==> config.mk <==
export PLATFORM = sky130hd
export DESIGN_NAME = ask2_sample_capture_writer_flat
export DESIGN_NICKNAME = d
export VERILOG_FILES = /design/src/rtl/ask2_sample_capture_writer_if.sv /design/src/rtl/ask2_sample_capture_writer.sv /design/src/flat_wrapper.sv
export SDC_FILE = /design/constraint.sdc
export NUM_CORES = 1
export LEC_CHECK = 0
export BUFFER_PORTS_ARGS = -buffer_cell sky130_fd_sc_hd__clkbuf_2
export CORE_MARGIN = 5
export CORE_UTILIZATION = 57
export DETAILED_ROUTE_END_ITERATION = 16
export HOLD_SLACK_MARGIN = 0.06
export PLACE_DENSITY = 0.83
export REMOVE_ABC_BUFFERS = 1
export SYNTH_ARGS = -nofsm -noshare
export SYNTH_HDL_FRONTEND = slang
export SYNTH_SLANG_ARGS = --single-unit
==> constraint.sdc <==
create_clock -name clk -period 4.35 [get_ports clk]
set_input_delay 0.87 -clock clk [delete_from_list [all_inputs] [get_ports clk]]
set_output_delay 0.87 -clock clk [all_outputs]
set_load 0.005 [all_outputs]
==> src/rtl/ask2_sample_capture_writer_if.sv <==
// Write-side bus of the single-port on-chip data RAM (s2 port).
// The master drives every signal; the RAM (or a bench) observes through the slave view.
interface ask2_sample_capture_writer_if #(
  parameter int ADDR_W = 11,
  parameter int DATA_W = 32
);
  logic [ADDR_W-1:0]   mem_address;
  logic [DATA_W/8-1:0] mem_byteenable;
  logic                mem_chipselect;
  logic                mem_write;
  logic [DATA_W-1:0]   mem_writedata;
  logic                mem_clken;

  modport master (
    output mem_address, mem_byteenable, mem_chipselect,
           mem_write, mem_writedata, mem_clken
  );

  modport slave (
    input mem_address, mem_byteenable, mem_chipselect,
          mem_write, mem_writedata, mem_clken
  );
endinterface

==> src/rtl/ask2_sample_capture_writer.sv <==
// Packs a 16-bit sample stream two-per-word and writes it into the data RAM,
// either once until full or circularly with wrap-around.
module ask2_sample_capture_writer #(
  parameter int DEPTH    = 2024,
  parameter int ADDR_W   = 11,
  parameter int SAMPLE_W = 16
) (
  input  logic                clk,
  input  logic                reset,
  input  logic                start,
  input  logic                stop,
  input  logic                circular,
  input  logic                sample_valid,
  input  logic [SAMPLE_W-1:0] sample_data,
  ask2_sample_capture_writer_if.master mem,
  output logic                busy,
  output logic                done,
  output logic                wrapped,
  output logic [ADDR_W-1:0]   wr_ptr
);

  localparam logic [ADDR_W-1:0] LAST_ADDR = ADDR_W'(DEPTH - 1);

  typedef enum logic [1:0] {IDLE, RUN, FLUSH} state_t;

  state_t                state_reg, state_next;
  logic [ADDR_W-1:0]     wr_ptr_reg, wr_ptr_next;
  logic                  pending_reg, pending_next;
  logic [SAMPLE_W-1:0]   held_reg, held_next;
  logic                  circ_reg, circ_next;
  logic                  wrapped_reg, wrapped_next;
  logic                  done_reg, done_next;
  logic                  mem_write_reg, mem_write_next;
  logic [ADDR_W-1:0]     mem_addr_reg, mem_addr_next;
  logic [2*SAMPLE_W-1:0] mem_data_reg, mem_data_next;
  logic [3:0]            mem_be_reg, mem_be_next;

  logic [ADDR_W-1:0]     adv_ptr;
  logic                  adv_wrap;
  logic                  adv_full;
  logic                  pend;

  // Pointer step after a write: wrap in circular mode, park on the last word otherwise.
  always_comb begin
    adv_ptr  = wr_ptr_reg + 1'b1;
    adv_wrap = 1'b0;
    adv_full = 1'b0;
    if (wr_ptr_reg == LAST_ADDR) begin
      if (circ_reg) begin
        adv_ptr  = '0;
        adv_wrap = 1'b1;
      end else begin
        adv_ptr  = wr_ptr_reg;
        adv_full = 1'b1;
      end
    end
  end

  always_comb begin
    state_next     = state_reg;
    wr_ptr_next    = wr_ptr_reg;
    pending_next   = pending_reg;
    held_next      = held_reg;
    circ_next      = circ_reg;
    wrapped_next   = wrapped_reg;
    done_next      = 1'b0;
    mem_write_next = 1'b0;
    mem_addr_next  = mem_addr_reg;
    mem_data_next  = mem_data_reg;
    mem_be_next    = 4'b0000;
    pend           = pending_reg;

    case (state_reg)
      IDLE: begin
        if (start) begin
          state_next   = RUN;
          wr_ptr_next  = '0;
          pending_next = 1'b0;
          wrapped_next = 1'b0;
          circ_next    = circular;
        end
      end

      RUN: begin
        if (sample_valid) begin
          if (!pending_reg) begin
            held_next = sample_data;
            pend      = 1'b1;
          end else begin
            mem_write_next = 1'b1;
            mem_addr_next  = wr_ptr_reg;
            mem_data_next  = {sample_data, held_reg};
            mem_be_next    = 4'b1111;
            pend           = 1'b0;
            wr_ptr_next    = adv_ptr;
            if (adv_wrap) wrapped_next = 1'b1;
            if (adv_full) begin
              state_next = IDLE;
              done_next  = 1'b1;
            end
          end
        end
        pending_next = pend;
        // stop sees the pending flag after this cycle's sample has been packed
        if (stop && state_next == RUN) begin
          if (pend) begin
            state_next = FLUSH;
          end else begin
            state_next = IDLE;
            done_next  = 1'b1;
          end
        end
      end

      FLUSH: begin
        mem_write_next = 1'b1;
        mem_addr_next  = wr_ptr_reg;
        mem_data_next  = {{SAMPLE_W{1'b0}}, held_reg};
        mem_be_next    = 4'b0011;
        pending_next   = 1'b0;
        wr_ptr_next    = adv_ptr;
        if (adv_wrap) wrapped_next = 1'b1;
        done_next      = 1'b1;
        state_next     = IDLE;
      end

      default: state_next = IDLE;
    endcase
  end

  always_ff @(posedge clk or posedge reset) begin
    if (reset) begin
      state_reg     <= IDLE;
      wr_ptr_reg    <= '0;
      pending_reg   <= 1'b0;
      held_reg      <= '0;
      circ_reg      <= 1'b0;
      wrapped_reg   <= 1'b0;
      done_reg      <= 1'b0;
      mem_write_reg <= 1'b0;
      mem_addr_reg  <= '0;
      mem_data_reg  <= '0;
      mem_be_reg    <= 4'b0000;
    end else begin
      state_reg     <= state_next;
      wr_ptr_reg    <= wr_ptr_next;
      pending_reg   <= pending_next;
      held_reg      <= held_next;
      circ_reg      <= circ_next;
      wrapped_reg   <= wrapped_next;
      done_reg      <= done_next;
      mem_write_reg <= mem_write_next;
      mem_addr_reg  <= mem_addr_next;
      mem_data_reg  <= mem_data_next;
      mem_be_reg    <= mem_be_next;
    end
  end

  assign mem.mem_address    = mem_addr_reg;
  assign mem.mem_byteenable = mem_be_reg;
  assign mem.mem_chipselect = mem_write_reg;
  assign mem.mem_write      = mem_write_reg;
  assign mem.mem_writedata  = mem_data_reg;
  assign mem.mem_clken      = 1'b1;

  assign busy    = (state_reg != IDLE);
  assign done    = done_reg;
  assign wrapped = wrapped_reg;
  assign wr_ptr  = wr_ptr_reg;

endmodule

==> src/flat_wrapper.sv <==
// flat-port wrapper written by rule: the top's interface ports become plain ports
module ask2_sample_capture_writer_flat 
#(
  parameter int DEPTH    = 2024,
  parameter int ADDR_W   = 11,
  parameter int SAMPLE_W = 16
)
  (clk, reset, start, stop, circular, sample_valid, sample_data, busy, done, wrapped, wr_ptr, mem_mem_address, mem_mem_byteenable, mem_mem_chipselect, mem_mem_write, mem_mem_writedata, mem_mem_clken);
  ask2_sample_capture_writer_if #(.ADDR_W(ADDR_W)) mem_i ();
  input  logic clk;
  input  logic reset;
  input  logic start;
  input  logic stop;
  input  logic circular;
  input  logic sample_valid;
  input  logic [SAMPLE_W-1:0] sample_data;
  output logic busy;
  output logic done;
  output logic wrapped;
  output logic [ADDR_W-1:0] wr_ptr;
  output wire logic [$bits(mem_i.mem_address)-1:0] mem_mem_address;
  output wire logic [$bits(mem_i.mem_byteenable)-1:0] mem_mem_byteenable;
  output wire logic [$bits(mem_i.mem_chipselect)-1:0] mem_mem_chipselect;
  output wire logic [$bits(mem_i.mem_write)-1:0] mem_mem_write;
  output wire logic [$bits(mem_i.mem_writedata)-1:0] mem_mem_writedata;
  output wire logic [$bits(mem_i.mem_clken)-1:0] mem_mem_clken;
  assign mem_mem_address = mem_i.mem_address;
  assign mem_mem_byteenable = mem_i.mem_byteenable;
  assign mem_mem_chipselect = mem_i.mem_chipselect;
  assign mem_mem_write = mem_i.mem_write;
  assign mem_mem_writedata = mem_i.mem_writedata;
  assign mem_mem_clken = mem_i.mem_clken;
  ask2_sample_capture_writer #(.DEPTH(DEPTH), .ADDR_W(ADDR_W), .SAMPLE_W(SAMPLE_W)) u_core (.clk(clk), .reset(reset), .start(start), .stop(stop), .circular(circular), .sample_valid(sample_valid), .sample_data(sample_data), .mem(mem_i), .busy(busy), .done(done), .wrapped(wrapped), .wr_ptr(wr_ptr));
endmodule
# ---- Yosys cells after proc, flatten, opt, wreduce, memory -nomap -nowiden
# Cells that the tools add are included.
dict set report word_totals {
  output_inout_bits 64
  wordCells 75
  in_bits 22
  register_bits 81
}
dict set report classes {
  eq_ne 7
  n_reduce_logical 10
  bitwise_logic 1
  add_sub_neg 1
  muxes 45
}
# cell n
set ops {}
lappend ops {{two-way mux 11 bit} 7}
lappend ops {{two-way mux 32 bit} 2}
lappend ops {{one-hot mux 32 bit (2 select lines)} 1}
lappend ops {{one-hot mux 11 bit (3 select lines)} 1}
lappend ops {{one-hot mux 11 bit (2 select lines)} 1}
lappend ops {{two-way mux 1 bit} 18}
lappend ops {{two-way mux 2 bit} 7}
lappend ops {{adder 11 x 1 -> 11 bit, second input constant} 1}
lappend ops {{== test 11 bit, second input constant} 1}
lappend ops {{two-way mux 4 bit} 2}
lappend ops {{one-hot mux 4 bit (2 select lines)} 1}
lappend ops {{one-hot mux 1 bit (3 select lines)} 2}
lappend ops {{AND reduction 3 bit} 2}
lappend ops {{== test 2 x 1 -> 1 bit, second input constant} 2}
lappend ops {{!= test 2 bit, second input constant} 2}
lappend ops {{one-hot mux 1 bit (2 select lines)} 2}
lappend ops {{one-hot mux 2 bit (2 select lines)} 1}
lappend ops {{AND reduction 2 bit} 2}
lappend ops {{AND reduction 4 bit} 1}
lappend ops {{nonzero test 2 bit} 2}
lappend ops {{nonzero test 3 bit} 1}
lappend ops {{== test 2 bit, second input constant} 1}
lappend ops {{logical NOT 2 bit} 1}
lappend ops {{!= test 2 x 1 -> 1 bit, second input constant} 1}
lappend ops {{other kinds (2)} 2}

# ---- Depth between registers and ports, before layout
# Gate-level depths: netlist (run 1).
dict set report logic_depth {
  depth_word 10
  mapped_depth 7
  ltp_nobuf 6
}

# ---- Least setup slack after synthesis (run 1)
# OpenSTA, ideal clock, no wires.
dict set report synth_timing {
  path_kind {input to register}
  from {input port sample_valid}
  to {register u_core.held_reg[0]}
  cell_stages 4
  n_path_buf 1
  path_slack_ns 2.277
  setup_time_ns 0.125
  required_ns 4.225
  t_arrival_ns 1.948
  cell_sequence {ha_1 -> nand2_1 -> clkbuf_1 -> mux2_2}
}
dict set report synth_between {
  elab_chain_cells 1
}
# element line_no
set synth_lines {}
lappend synth_lines {{start: declaration} flat_wrapper.sv:15} ;# input logic sample_valid;
lappend synth_lines {{AND reduction 3 bit (no line)} n/a}
lappend synth_lines {{end signal: assignment} ask2_sample_capture_writer.sv:148} ;# held_reg <= held_next;
lappend synth_lines {{end: declaration} ask2_sample_capture_writer.sv:29} ;# logic [SAMPLE_W-1:0] held_reg, held_next;
# Every way passes these cells.
# A chain may end at the register's enable or synchronous reset.

# ---- Final worst setup path (run 1)
dict set report layout_timing {
  from {register u_core.state_reg[0]}
  to {register u_core.mem_data_reg[10], in the netlist u_core.mem.mem_writedata[10]}
}
dict set report layout_between {
  elab_chain_cells 3
}
# element line_no
set layout_lines {}
lappend layout_lines {{start: declaration} ask2_sample_capture_writer.sv:26} ;# state_t state_reg, state_next;
lappend layout_lines {{start signal: assignment} ask2_sample_capture_writer.sv:145} ;# state_reg <= state_next;
lappend layout_lines {{== test 2 x 1 -> 1 bit / == test 2 bit (equally long branches)} ask2_sample_capture_writer.sv:73} ;# case (state_reg)
lappend layout_lines {{!= test 2 x 1 -> 1 bit (no line) (tied with other cells)} n/a}
lappend layout_lines {{AND reduction 3 bit (no line)} n/a}
lappend layout_lines {{end signal: assignment} ask2_sample_capture_writer.sv:154} ;# mem_data_reg <= mem_data_next;
lappend layout_lines {{end: declaration} ask2_sample_capture_writer.sv:35} ;# logic [2*SAMPLE_W-1:0] mem_data_reg, mem_data_next;
# Parallel ways exist; a longest one is shown, timed or not.

==> results of run 1 <==
synth_stat cells, types with 2 or more instances:
| master | n |
|---|---|
| dfrtp_1 | 78 |
| mux2_2 | 43 |
| nand2_1 | 29 |
| o21ai_0 | 27 |
| nand2b_1 | 16 |
| inv_1 | 11 |
| clkbuf_1 | 9 |
| ha_1 | 7 |
| a21oi_1 | 6 |
| buf_4 | 5 |
| nand4_1 | 5 |
| nor2_1 | 5 |
| a22o_1 | 4 |
| a21o_1 | 3 |
| and2_1 | 3 |
| buf_2 | 3 |
| nand3_1 | 3 |
| nor3_1 | 3 |
| nor4_1 | 3 |
| o31ai_1 | 3 |
| or4_1 | 3 |
| and3_1 | 2 |
| o211ai_1 | 2 |
| or3_1 | 2 |
metrics by stage:
step,setup slack [ns],utilization
floorplan,0.4212,-
global route,1.562,0.7022
CTS,1.787,0.7022
global placement,1.804,0.6601
finish,1.708,0.7022
detailed placement,1.732,0.6601
how the worst max path moves through the flow:
stage,from,to,slack [ns],depth (start not counted)
finish,u_core.state_reg[0]$_DFFE_PP0N_,u_core.mem.mem_writedata[10]$_DFFE_PP0P_,1.71,5
global route,u_core.state_reg[0]$_DFFE_PP0N_,u_core.mem.mem_writedata[0]$_DFFE_PP0P_,1.56,5
CTS,u_core.state_reg[0]$_DFFE_PP0N_,u_core.mem.mem_writedata[10]$_DFFE_PP0P_,1.79,5
detailed placement,sample_valid,u_core.mem.mem_writedata[10]$_DFFE_PP0P_,1.73,5
global placement,sample_valid,u_core.mem.mem_writedata[13]$_DFFE_PP0P_,1.80,5
floorplan,sample_valid,u_core.mem.mem_address[0]$_DFFE_PP0P_,0.42,3
critical path, stage by stage, from the launching register on:
cell     delay (ns)
dfrtp_1        0.46
inv_1          0.12
ha_1           0.49
a21oi_4        0.56
buf_4          0.48
mux2_2         0.39
kinds of logic after synthesis:
group,count (synthesis)
AND/OR/NAND/NOR,80
flip-flops,78
AO/OA/AOI/OAI,54
multiplexers,43
buffers and inverters,28
adder cells (fa/ha/maj),7
other,1
where the power goes:
part / switching [W] / internal [W] / leakage [nW]
clock: 0.000264 / 0.000398 / 0.120
combinational: 0.000474 / 0.000479 / 0.955
sequential: 0.000189 / 0.00100 / 0.991
final cells by class:
cell class | instances | area (um2)
flip-flops and latches | 78 | 1952
fillers | 432 | 1753
multi-input cells | 185 | 1361
repair buffers | 86 | 435.4
clock buffers | 11 | 141.4
clock inverters | 5 | 106.4
well taps | 75 | 93.84
inverters | 11 | 42.54
routing by layer:
| metal | up-vias | part of all wire |
|---|---|---|
| li1 | 1193 | - |
| met1 | 1186 | 0.44 |
| met2 | 104 | 0.45 |
| met3 | 10 | 0.099 |
| met4 | 0 | 0.011 |
| met5 | - | 0 |
==> out/metrics.cfg, run 1 <==
[outcome]
status=complete, no violations

[global_route]
grt.busiest_layer=met2
antenna_found_initial=0
grt_start_max_net_pins=53
grt_remaining_overflow=0
use_met3=0.07056
grt_pass1_vias=2506
grt_use_total=0.2020
grt_pass1_wl_um=12030
met1_usage=0.2769
use_met2=0.3027

[final_layout]
design_area_um2=4133
layout-drive-gt1-share=0.4016
most-common-layout-cells=clkbuf_2 (84), dfrtp_1 (78), mux2_2 (43)
largest_register_ffs=32
nNetsFinal=400
fin_cells=451
area_growth_pct=20.50
layout_commonest_cell=clkbuf_2
num_antenna_cells=0

[timing]
finalHoldViolCount=0
worstMarginPinSlew_ns=0.9645
setup_viol=0
maxSlewViolCount=0
fin_hold_ws_ns=0.4962
fmax_mhz=378.5
fin_crit_sh=0.6074
min_period_ns=2.642
rsz0062_at_grt=no
tns_ns=0
worst_slew_margin_rel=0.3511
finClkSkew_ns=0.009181

[critical_path]
r2r_end=u_core.mem.mem_writedata[10]$_DFFE_PP0P_
cp-start-kind=flop
cp_max_fo=43
r2r_start=u_core.state_reg[0]$_DFFE_PP0N_
worst-endpoint-required_ns=4.58
arrival_ns=2.87
crit_type=flop to flop
rrSetupSlack_ns=1.71
critPathCaptureType=flop
r2r_cells=5

[die]
io_pins=86
initial_core_util=0.5827
core_um2=5886
num_rows=28
dieArea_um2=7668
die_h_um=87.57
die_w_um=87.57

[hold_path]
hold_path.startpoint=u_core.mem.mem_writedata[20]$_DFFE_PP0P_
whs_endpoint=u_core.mem.mem_writedata[20]$_DFFE_PP0P_
hold_path.class=flop to flop
hold_depth=2

[synthesis]
synth.area.top_cells=dfrtp_1 (57%), mux2_2 (14%), o21ai_0 (3.9%)
synth-adder-area-share=0.02554
avgSynthCellArea_um2=11.79
synth_cell_types=40
synth_compound_area_frac=0.09923
synthFlopType=dfrtp_1
syn_inst=291
synth_top_area_share=0.5691
synth_seq_cells=78
synth.mux.area_fraction=0.1412
syn_area_um2=3430
synth_top_family_by_area=multiplexers
synth-async-reset-ratio=1.000
synth_edf_count=0
synth_top_cell_by_area=dfrtp_1
yosysWarningCount=0
seq_area_frac_synth=0.5691
synth_xor_area_frac=0
synthSimpleGateAreaFrac=0.1266

[placed_design]
portBuffers=84
place_inst=435
dp_hpwl_um=5086
place_congestion=0.8299
dpl_cell_area_um2=3885

[cts]
cts_tree=done
numCtsBuffers=9
insertion_delay_ns=0.34
htree_levels=3
clk_pin_slew_worst_paths_ns=0.08
clock_path_buffers=2
ctsHoldBuffers=0
post-cts-setup-buffers=0
root_buffer=clkbuf_8
cts-resized-gates=0
clock_sinks=78

[route]
drtAntennaViolNets=0
drt_iter0_drc=145
wl_um=7307
num_vias=2493
viasPerCell=5.528
wl_per_cell_um=16.20
drt_pass1_iterations=4
route.detailed.drc=0

[power_and_ir_drop]
vdd_ir_drop_max_mv=0.4195
power_density_nw_per_um2=678.7
p_leak_nw=2.067
power.total_w=0.002805

[job]
cap_violations=0

Power figures use the tool's default switching activity.
==> run 2: changes to the inputs <==
--- a/config.mk
+++ b/config.mk
@@ -5,12 +5,13 @@
 export SDC_FILE = /design/constraint.sdc
 export NUM_CORES = 1
 export LEC_CHECK = 0
+export ABC_AREA = 1
 export BUFFER_PORTS_ARGS = -buffer_cell sky130_fd_sc_hd__clkbuf_2
 export CORE_MARGIN = 5
-export CORE_UTILIZATION = 57
+export CORE_UTILIZATION = 48
 export DETAILED_ROUTE_END_ITERATION = 16
 export HOLD_SLACK_MARGIN = 0.06
-export PLACE_DENSITY = 0.83
+export PLACE_DENSITY = 0.74
 export REMOVE_ABC_BUFFERS = 1
 export SYNTH_ARGS = -nofsm -noshare
 export SYNTH_HDL_FRONTEND = slang
==> constraint.sdc (replaced) <==
create_clock -name clk -period 2.1 [get_ports clk]
set_input_delay 0.42 -clock clk [delete_from_list [all_inputs] [get_ports clk]]
set_output_delay 0.42 -clock clk [all_outputs]
set_load 0.005 [all_outputs]
==> run 2 against run 1 <==
Against the previous run: core utilization fell by 11 points; maximum frequency rose by 41%; flip-flop and latch count did not move; via count rose by 13%; routed wire length rose by 9.0%; cell count rose by 30%; clock power rose by 69%; sequential power rose by 94%; critical path depth rose by 6; largest cell class unchanged.
==> out/metrics.cfg, run 2 <==
[critical_path]
rrSetupSlack_ns=0.22
critPathCaptureType=flop
crit_type=flop to flop
r2r_start=u_core.state_reg[0]$_DFFE_PP0N_
worst-endpoint-required_ns=2.33
r2r_cells=11
r2r_end=u_core.wr_ptr[7]$_DFFE_PP0P_
cp-start-kind=flop
cp_max_fo=10
arrival_ns=2.11

[cts]
insertion_delay_ns=0.34
ctsHoldBuffers=0
clock_sinks=78
clock_path_buffers=2
post-cts-setup-buffers=0
htree_levels=3
cts_tree=done
cts-resized-gates=0
root_buffer=clkbuf_8
clk_pin_slew_worst_paths_ns=0.08
numCtsBuffers=9

[power_and_ir_drop]
pwr-share-seq=0.402
p_sw_w=0.002266
p_leak_nw=2.289
comb_power_share=0.402
power.share.switching=0.3947
power_density_nw_per_um2=1345
internal-power_w=0.003474
power.total_w=0.005740
vdd_ir_drop_max_mv=0.8565
clock_power_share=0.196

[final_layout]
utilization=0.5916
layout-drive-gt1-share=0.2716
most-common-layout-cells=nand2_1 (122), clkbuf_2 (84), dfrtp_1 (78)
num_antenna_cells=0
nNetsFinal=510
largest_register_ffs=32
area_growth_pct=21.26
layout_commonest_cell=nand2_1

[route]
route.detailed.drc=0
drt_iter0_drc=120
wl_per_cell_um=13.61
drt_pass1_iterations=4
drtAntennaViolNets=0
num_vias=2820
viasPerCell=4.821
wl_um=7962

[synthesis]
avgSynthCellArea_um2=8.843
synth_seq_cells=78
yosys.cell_count.top_type=nand2_1
synth.area.top_cells=dfrtp_1 (55%), nand2_1 (13%), o21ai_0 (5.3%)
synth-async-reset-ratio=1.000
synth_top_cell_by_area=dfrtp_1
synth_compound_area_frac=0.1134
synth.mux.area_fraction=0.003199
syn_area_um2=3520
synthFlopType=dfrtp_1
synthTopCellsByCount=nand2_1 (123), dfrtp_1 (78), inv_1 (45), o21ai_0 (37), o31ai_1 (15)
syn_inst=398
synthSimpleGateAreaFrac=0.2158
synth_top_area_share=0.5546
seq_area_frac_synth=0.5546
synth_cell_types=35
synth-adder-area-share=0.02488
yosysWarningCount=0
synth_xor_area_frac=0.004977
synth_top_family_by_area=simple AND/OR/NAND/NOR gates
synth_edf_count=0

[placed_design]
pre_cts_slack_ns=0.2602
dp_hpwl_um=5877
portBuffers=84
place_congestion=0.7978

[timing]
maxSlewViolCount=0
rsz0062_at_grt=no
setup_viol=0
finalHoldViolCount=0
tns_ns=0
worstMarginPinSlew_ns=0.5325
min_period_ns=1.877
worst_slew_margin_rel=0.6445
fmax_mhz=532.7
layout_setup_ws_ns=0.2228
fin_crit_sh=0.8939
finClkSkew_ns=0.007204

[global_route]
grt_pass1_wl_um=13170
grt_pass1_vias=2762
grt_start_max_net_pins=40
grt_use_total=0.1857
antenna_found_initial=0
grt_remaining_overflow=0

[die]
num_rows=31
core_um2=7214
io_pins=86
initial_core_util=0.4879
die_h_um=95.63
dieArea_um2=9145
die_w_um=95.63

[outcome]
status=complete, no violations

[job]
cap_violations=0

[hold_path]
hold_path.class=input pin to async pin

==> run 2: area by class of cell <==
cell class	instances	area, um2
tap	99	123.9
clock buffer	11	141.4
timing repair buffer	91	523.0
multi-input combinational	253	1281
sequential	78	1952
clock inverter	5	58.81
fill	660	2947
inverter	48	187.7
==> run 2: stage by stage <==
| stage | hold slack [ns] | cells | instance area (um2) |
|---|---|---|---|
| 6_report | 0.09553 | 585 | 4268 |
| 5_1_grt | 0.1203 | 585 | 4268 |
| 4_1_cts | 0.09740 | 585 | 4268 |
| 3_5_place_dp | 0.4548 | 569 | 4068 |
| 3_3_place_gp | 0.4475 | 569 | 4068 |
| 2_1_floorplan | 0.4364 | 379 | 3418 |
==> run 2: worst max path at each step <==
stage	end	from
floorplan	u_core.mem.mem_writedata[0]$_DFFE_PP0P_	u_core.state_reg[0]$_DFFE_PP0N_
global placement	u_core.wr_ptr[7]$_DFFE_PP0P_	u_core.state_reg[0]$_DFFE_PP0N_
detailed placement	u_core.wr_ptr[7]$_DFFE_PP0P_	u_core.state_reg[0]$_DFFE_PP0N_
CTS	u_core.wr_ptr[7]$_DFFE_PP0P_	u_core.state_reg[0]$_DFFE_PP0N_
global route	u_core.wr_ptr[9]$_DFFE_PP0P_	u_core.state_reg[0]$_DFFE_PP0N_
finish	u_core.wr_ptr[7]$_DFFE_PP0P_	u_core.state_reg[0]$_DFFE_PP0N_
==> run 2: power groups by stage <==
stage	combinational, W	clock [W]	sequential, W
floorplan	0.00139	0	0.00233
global placement	0.00226	0	0.00231
detailed placement	0.00233	0	0.00234
CTS	0.00234	0.00116	0.00231
global route	0.00263	0.00122	0.00237
finish	0.00231	0.00112	0.00231
==> run 2: kinds of logic after synthesis <==
family                   Yosys count
XOR/XNOR                           2
buffers and inverters             67
multiplexers                       1
adder cells (fa/ha/maj)            7
AO/OA/AOI/OAI                     65
flip-flops                        78
other                              1
AND/OR/NAND/NOR                  177
==> run 2: per-layer routing <==
metal  GRT usage  vias up  part of all wire
li1            -     1433                 -
met1      0.2468     1309              0.46
met2      0.3080       76              0.49
met3     0.04025        2             0.053
met4     0.04858        0            0.0029
met5           0        -                 0
==> run 2: critical path, stage by stage (launching register included) <==
cell and delay (ns):
dfrtp_1 0.45, inv_1 0.10, ha_1 0.26, inv_2 0.08, or2_4 0.12, nand2_2 0.05
inv_1 0.08, nand2_2 0.08, o21ai_4 0.32, inv_8 0.09, nand2_1 0.09, o21ai_2 0.05
